$ cat config.mk
export PLATFORM = sky130hd
export DESIGN_NAME = layer_seq_ctrl_flat
export DESIGN_NICKNAME = d
export VERILOG_FILES = /design/src/rtl/layer_seq_ctrl_if.sv /design/src/rtl/layer_seq_ctrl.sv /design/src/flat_wrapper.sv
export SDC_FILE = /design/constraint.sdc
export NUM_CORES = 1
export LEC_CHECK = 0
export ABC_AREA = 0
export BUFFER_PORTS_ARGS = -buffer_cell sky130_fd_sc_hd__buf_2
export CORE_MARGIN = 5
export CORE_UTILIZATION = 51
export CTS_BUF_LIST = sky130_fd_sc_hd__clkbuf_4 sky130_fd_sc_hd__clkbuf_8
export CTS_CLUSTER_DIAMETER = 100
export DETAILED_ROUTE_END_ITERATION = 12
export GPL_TIMING_DRIVEN = 1
export PLACE_DENSITY_LB_ADDON = 0.12
export SYNTH_ARGS = -nofsm -noshare
export SYNTH_HDL_FRONTEND = slang
export SYNTH_SLANG_ARGS = --single-unit
$ cat constraint.sdc
create_clock -name clk -period 24.8 [get_ports clk]
set_input_delay 1.24 -clock clk [delete_from_list [all_inputs] [get_ports clk]]
set_output_delay 1.24 -clock clk [all_outputs]
set_load 0.02 [all_outputs]
$ cat src/rtl/layer_seq_ctrl_if.sv
// Bundle between a producing layer's parallel neuron outputs and the
// serialiser that feeds the next layer one word per cycle.
interface layer_seq_ctrl_if #(
    parameter int NN        = 30,
    parameter int dataWidth = 16
);
    logic [NN-1:0]           in_valid;
    logic [NN*dataWidth-1:0] in_data;
    logic                    err_clr;
    logic                    x_valid;
    logic [dataWidth-1:0]    x_out;
    logic                    busy;
    logic                    frame_done;
    logic                    err_overflow;
    logic                    err_partial;

    // Producer / environment side
    modport master (
        output in_valid, in_data, err_clr,
        input  x_valid, x_out, busy, frame_done, err_overflow, err_partial
    );

    // Serialiser side
    modport slave (
        input  in_valid, in_data, err_clr,
        output x_valid, x_out, busy, frame_done, err_overflow, err_partial
    );
endinterface

$ cat src/rtl/layer_seq_ctrl.sv
// Layer sequence controller: captures a full frame of NN neuron outputs when
// every strobe is high at once, then streams the words out serially, one per
// cycle. A new frame may be captured in the last streaming cycle so frames
// run back-to-back without a gap; captures earlier than that are dropped and
// flagged. All outputs are registered.
module layer_seq_ctrl #(
    parameter int NN        = 30,
    parameter int dataWidth = 16
) (
    input logic              clk,
    input logic              rst,
    layer_seq_ctrl_if.slave  bus
);
    localparam int             CW     = (NN > 1) ? $clog2(NN) : 1;
    localparam logic [CW-1:0]  LAST   = CW'(NN - 1);
    localparam logic           SINGLE = (NN == 1);

    typedef enum logic {IDLE, SEND} state_t;

    state_t               state_q;
    logic [CW-1:0]        cnt_q;
    logic [CW-1:0]        cnt_d;
    logic [dataWidth-1:0] buf_q [NN];
    logic                 x_valid_q;
    logic [dataWidth-1:0] x_out_q;
    logic                 busy_q;
    logic                 frame_done_q;
    logic                 err_overflow_q;
    logic                 err_partial_q;

    logic cap;
    logic part;
    logic last_cyc;
    logic accept;
    logic overflow;

    // A capture needs every strobe in the same cycle; a strict subset is an error.
    assign cap      = &bus.in_valid;
    assign part     = (|bus.in_valid) & ~cap;
    // The last streaming cycle is the only SEND cycle that can take a new frame.
    assign last_cyc = (state_q == SEND) && (cnt_q == LAST);
    assign accept   = cap && ((state_q == IDLE) || last_cyc);
    assign overflow = cap && (state_q == SEND) && !last_cyc;
    assign cnt_d    = cnt_q + CW'(1);

    // Frame buffer: loaded only on an accepted capture; contents after reset are irrelevant.
    always_ff @(posedge clk) begin
        if (accept) begin
            for (int k = 0; k < NN; k++) begin
                buf_q[k] <= bus.in_data[k*dataWidth +: dataWidth];
            end
        end
    end

    // Control FSM with registered stream outputs and sticky error flags.
    always_ff @(posedge clk or posedge rst) begin
        if (rst) begin
            state_q        <= IDLE;
            cnt_q          <= '0;
            x_valid_q      <= 1'b0;
            x_out_q        <= '0;
            busy_q         <= 1'b0;
            frame_done_q   <= 1'b0;
            err_overflow_q <= 1'b0;
            err_partial_q  <= 1'b0;
        end else begin
            if (accept) begin
                // Word 0 comes straight from the input so it appears the cycle after capture.
                state_q      <= SEND;
                cnt_q        <= '0;
                x_valid_q    <= 1'b1;
                x_out_q      <= bus.in_data[0 +: dataWidth];
                busy_q       <= 1'b1;
                frame_done_q <= SINGLE;
            end else if (state_q == SEND) begin
                if (last_cyc) begin
                    // Frame finished with nothing queued: go quiet, x_out keeps its value.
                    state_q      <= IDLE;
                    x_valid_q    <= 1'b0;
                    busy_q       <= 1'b0;
                    frame_done_q <= 1'b0;
                end else begin
                    cnt_q        <= cnt_d;
                    x_out_q      <= buf_q[cnt_d];
                    frame_done_q <= (cnt_d == LAST);
                end
            end

            // A set condition beats a simultaneous clear.
            if (overflow)
                err_overflow_q <= 1'b1;
            else if (bus.err_clr)
                err_overflow_q <= 1'b0;

            if (part)
                err_partial_q <= 1'b1;
            else if (bus.err_clr)
                err_partial_q <= 1'b0;
        end
    end

    assign bus.x_valid      = x_valid_q;
    assign bus.x_out        = x_out_q;
    assign bus.busy         = busy_q;
    assign bus.frame_done   = frame_done_q;
    assign bus.err_overflow = err_overflow_q;
    assign bus.err_partial  = err_partial_q;
endmodule

$ cat src/flat_wrapper.sv
// flat-port wrapper written by rule: the top's interface ports become plain ports
module layer_seq_ctrl_flat 
#(
    parameter int NN        = 30,
    parameter int dataWidth = 16
)
  (clk, rst, bus_in_valid, bus_in_data, bus_err_clr, bus_x_valid, bus_x_out, bus_busy, bus_frame_done, bus_err_overflow, bus_err_partial);
  layer_seq_ctrl_if #(.NN(NN), .dataWidth(dataWidth)) bus_i ();
  input logic clk;
  input logic rst;
  input wire logic [$bits(bus_i.in_valid)-1:0] bus_in_valid;
  input wire logic [$bits(bus_i.in_data)-1:0] bus_in_data;
  input wire logic [$bits(bus_i.err_clr)-1:0] bus_err_clr;
  output wire logic [$bits(bus_i.x_valid)-1:0] bus_x_valid;
  output wire logic [$bits(bus_i.x_out)-1:0] bus_x_out;
  output wire logic [$bits(bus_i.busy)-1:0] bus_busy;
  output wire logic [$bits(bus_i.frame_done)-1:0] bus_frame_done;
  output wire logic [$bits(bus_i.err_overflow)-1:0] bus_err_overflow;
  output wire logic [$bits(bus_i.err_partial)-1:0] bus_err_partial;
  assign bus_i.in_valid = bus_in_valid;
  assign bus_i.in_data = bus_in_data;
  assign bus_i.err_clr = bus_err_clr;
  assign bus_x_valid = bus_i.x_valid;
  assign bus_x_out = bus_i.x_out;
  assign bus_busy = bus_i.busy;
  assign bus_frame_done = bus_i.frame_done;
  assign bus_err_overflow = bus_i.err_overflow;
  assign bus_err_partial = bus_i.err_partial;
  layer_seq_ctrl #(.NN(NN), .dataWidth(dataWidth)) u_core (.clk(clk), .rst(rst), .bus(bus_i));
endmodule
# Word level (Yosys, flattened, before mapping)
# Memory sizes are Yosys's and may differ from the RTL's.
# Index checks and enable logic that the tools add are counted.
dict set report word_totals {
  ff_bits 26
  mem_bits_rw 480
  in_bits 513
  out_inout_bits 21
  word_cells 49
  n_memories 1
}
# memory words word_bits rd rd_ports_with_merged_regs wr line_no
set memory_table {}
lappend memory_table {u_core.buf_q 30 16 1 0 30 layer_seq_ctrl.sv:23} ;# logic [dataWidth-1:0] buf_q [NN];
dict set report op_classes {
  n_addsub 1
  n_eq_ne 3
  n_mux 20
  n_bitwise 3
  reduce_logical 14
}
# operator count
set ops {}
lappend ops {{16-bit two-way mux} 3}
lappend ops {{30-bit AND reduction} 1}
lappend ops {{30-bit OR reduction} 1}
lappend ops {{5-bit two-way mux} 3}
lappend ops {{1-bit two-way mux} 14}
lappend ops {{5-bit equality test (second input constant)} 2}
lappend ops {{2-bit nonzero test} 4}
lappend ops {{5-bit by 1-bit adder with 5-bit output (second input constant)} 1}
lappend ops {{1-bit logical AND} 4}
lappend ops {{2-bit AND reduction} 2}
lappend ops {{2-bit inequality test (second input constant)} 1}
lappend ops {{1-bit inverter} 2}
lappend ops {{1-bit bitwise AND} 1}
lappend ops {{1-bit logical NOT} 1}
lappend ops {{1-bit logical OR} 1}

# Logic depth before layout (Yosys ltp)
dict set report logic_depth {
  word_depth 6
  depth_mapped 13
  ltp_nobuf 7
}

# Worst setup path before layout
# No wires, ideal clock.
dict set report synth_path {
  path_type {input to register}
  startpoint {in bus_in_valid[26]}
  endpoint {mem u_core.buf_q[0][0] (enable)}
  setup_time_ps 1337
  t_arrival_ps 22111
  required_time_ps 23463
  slack_ps 1353
  stages 6
  n_path_buf 2
  path_cell_list {nand4_1 nor4_2 nand2_2 buf_4 clkbuf_1 nor2_1}
}
# item line_no
set synth_lines {}
lappend synth_lines {{start, declared} flat_wrapper.sv:11} ;# input wire logic [$bits(bus_i.in_valid)-1:0] bus_in_valid;
lappend synth_lines {{end, declared} layer_seq_ctrl.sv:23}

==> results by group <==
Setup path
  – Critical path capture point type: flip-flop
  – Worst path required time: about 25 ns
  – Worst Path Max Fanout: 94
  – Crit path launch type: primary input
  – Worst Path Buf+Inv: 3
  – WS Path Type: in2reg
  – WP data arrival: about 4.7 ns
  – Dominant delay contributor by cell family on the critical path: buffers and inverters
  – Most used cell, CP: buf_4
  – Worst-path cell chain: buf_2 -> nand4_1 -> nor4_2 -> nand2_2 -> nor2_4 -> buf_4 -> buf_4
  – Worst path slowest cell: buf_4
  – Worst Reg2Reg Path Length in Cells: 7
  – Logic depth of the worst setup path including buffers: 7
  – Delay of the slowest cell on the worst path: a little under 1 ns

Cells and area
  – Leading cell types in the layout, fill and taps excluded: 533 x buf_2, 480 x edfxtp_1, 106 x mux4_2, 83 x clkbuf_8, 48 x mux2i_1
  – Most common library cell in the layout ignoring fill and taps: buf_2
  – Total number of nets in the final design: about 2000
  – FILL cells: between 2000 and 3000
  – Share of layout cells above drive strength 1: 53.8%
  – Layout Area Growth over Synthesis: 24.2%
  – Non-filler instance count after layout: roughly 2100

Placed design
  – Number of port buffers: 533
  – Placer's final routability congestion estimate: between 0.8 and 0.9
  – Post-Place Cells: ~1900
  – Dpl hpwl: a little under 40000 um
  – Setup WS pre-CTS: ~20 ns

STA
  – Highest clock frequency the design can meet: around 220 MHz
  – Number of hold violations in the final report: 0
  – Minimum clock period after layout: around 4.5 ns
  – Number of setup violations in the final report: 0
  – Worst slew margin: a little under a quarter
  – Worst Clk Skew: around 0.024 ns
  – Worst Max-Slew Pin Slew: between 1 and 1.5 ns
  – Final critical-path share of the clock period: approximately 18%
  – Setup repair after global routing missed its margin: false
  – Total count of max-transition violations in the final report: 0
  – Summed negative setup slack over all endpoints: 0 ns
  – Worst-case setup margin in the final layout: between 20 and 25 ns

Synthesis
  – Mean cell area of the mapped netlist: between 20 and 25 um2
  – Number of distinct library cells after synthesis: 35
  – Net Count, Synth: around 1400
  – Synthesized area: roughly 20000 um2
  – Proportion of netlist area held by the largest area contributor: around three quarters
  – Yosys reg bits: between 500 and 600
  – Cells taking the most area after synthesis: edfxtp_1 73%, mux4_2 12%, dfrtp_1 3.3%
  – Cell type with the highest aggregate area in the netlist: edfxtp_1
  – Part of the Yosys area used for sequential elements: 76.3%
  – Synth Warn #: 0
  – Number of instances in the synthesized netlist: 891

Clock network
  – Clock latency on the worst-skew pair: approximately 0.64 ns
  – Total clock buffers created by CTS: 82
  – Total of hold buffers inserted after clock tree synthesis: 0
  – Setup Fix Bufs, Post-CTS: 0
  – CTS tree: built
  – CTS Buffer Depth: 3
  – Post-CTS Resized: 0
  – H-tree level count: 3
  – CTS root buffer: clkbuf_8
  – CTS sink cnt: 506
  – Clock transition time at the flip-flop clock pins of the worst setup and hold paths: ~0.05 ns

Pwr
  – Leak Pwr: just over 9 nW
  – Total power per unit cell area: between 60 and 70 nW/um2
  – Peak supply drop: 0.0000483 V
  – Power spent charging and discharging nets: around 0.33 mW
  – Part of the total power dissipated in sequential elements: roughly 56%
  – Part of the power in combinational logic: under 10%
  – Power Internal: ~1.3 mW
  – Switching Fraction: ~20%
  – Clk network pwr share: about two fifths

Routing
  – Detail Route Antenna Nets: 0
  – Drc violations: 0
  – Initial detailed-routing violation count: between 700 and 800
  – WL per Instance: 25.9 um
  – Via-per-instance ratio: about 5.3
  – Vias: around 11000
  – Final WL: 53500 um
  – Detailed Routing Iterations Pass 1: 4

Floorplan
  – Die X: 207 um
  – Die Y: approximately 210 um
  – Total number of placement rows: approximately 70
  – Die Area: 42700 um2
  – Core region area: around 38000 um2
  – Top-Level Pins: approximately 530
  – Initial core utilization: between 50% and 60%

GRT
  – Global-route wire length before repair: 74300 um
  – Initial antenna violation count: 20
  – Overflow left after global routing: 0
  – Largest net degree at the start of global routing: 180
  – Overall track demand over capacity in global routing: approximately 24%
  – Number of global-route vias before repair: ~12000

Run status
  – Result of the run: completed

Run
  – Max-cap viol count: 0

Min path
  – Hold path cells: 2
  – Min-delay worst type: reg2reg
## worst register-to-register path, delay by kind of cell, from the launching register on
kind                     cells  cell delay [ns]
adder cells (fa/ha/maj)      1             0.92
buffers and inverters        2             0.87
AO/OA/AOI/OAI                2             0.58
flip-flops                   1             0.58
multiplexers                 2             0.86
## final timing paths
check | startpoint | to | slack (ns)
min in group asynchronous | rst | u_core.bus.x_out[4] | 0.88
max | bus_in_valid[3] | u_core.buf_q[17][9] | 20.28
max in group asynchronous | rst | u_core.cnt_q[0] | 23.13
max reg2reg | u_core.cnt_q[0] | u_core.bus.x_out[0] | 20.87
min | u_core.bus.frame_done | u_core.bus.frame_done | 0.52
min reg2reg | u_core.bus.frame_done | u_core.bus.frame_done | 0.52
## synthesized netlist by cell type (all sizes together)
library cell    n
xnor2           2
nand2           9
mux2           32
nand3           6
xor2            1
and2            1
nand4          10
a21oi          17
o22ai          17
mux2i          48
clkbuf         12
edfxtp        480
inv             5
a31o            1
o21ai           6
a221o          16
dfrtp          26
buf            37
ha              3
nand2b          1
nor2            5
nor4            9
o211a           1
nand3b          2
a211oi         16
nor2b          16
mux4          112
## metal layers
metal / GRT usage [%] / wire length (um) / up-vias
met1: 32.0 / 21100 / 5474
met5: 0 / 95 / -
met2: 39.5 / 26200 / 491
met3: 8.11 / 4850 / 91
li1: - / - / 4972
met4: 7.46 / 1330 / 14
## cell families after synthesis
| logic type | after synthesis | share of synthesized area, % |
|---|---|---|
| adders and majority gates | 3 | 0.190 |
| and+or+nand+nor | 59 | 1.74 |
| muxes | 192 | 17.2 |
| DFF | 506 | 76.3 |
| xor gates and xnor gates | 3 | 0.133 |
| buffers and inverters | 54 | 1.62 |
| AOI/OAI and AO/OA | 74 | 2.82 |
## cell type report
class,count,area [um2],share of cell area (%)
Multi-Input combinational cell,331,4400,17.9
Sequential cell,506,15100,61.5
Clock buffer,109,1340,5.46
Tap cell,518,648,2.64
Inverter,5,18.8,0.0766
Clock inverter,36,225,0.919
Antenna cell,14,35.0,0.143
Timing Repair Buffer,546,2780,11.3
## state kept, by name, summed over array words and instances, names as in the netlist
name and cells:
u_core.buf_q 480, u_core.bus.x_out 16, u_core.cnt_q 5, u_core.bus.err_overflow 1
u_core.bus.err_partial 1, u_core.bus.frame_done 1, u_core.bus.x_valid 1, u_core.state_q 1
## per-stage QoR
stage	cell area, um2	hold slack, ns	utilization, %	power (mW)
after global routing	24500	0.573	63.7	1.73
after detailed placement	22900	0.505	59.6	0.998
after global placement	22900	0.504	59.6	0.997
after CTS	24500	0.518	63.6	1.69
after floorplan	19700	0.517	-	0.954
final	24500	0.522	63.7	1.67
## power by group through the flow
| stage | registers (mW) | clock network [mW] | logic [mW] |
|---|---|---|---|
| after global routing | 0.934 | 0.745 | 0.0502 |
| after CTS | 0.935 | 0.707 | 0.0464 |
| final | 0.935 | 0.689 | 0.0459 |
| after floorplan | 0.953 | 0 | 0.00119 |
| after detailed placement | 0.953 | 0 | 0.0458 |
| after global placement | 0.953 | 0 | 0.0449 |
Note: power is estimated with default switching activity, not from simulation.
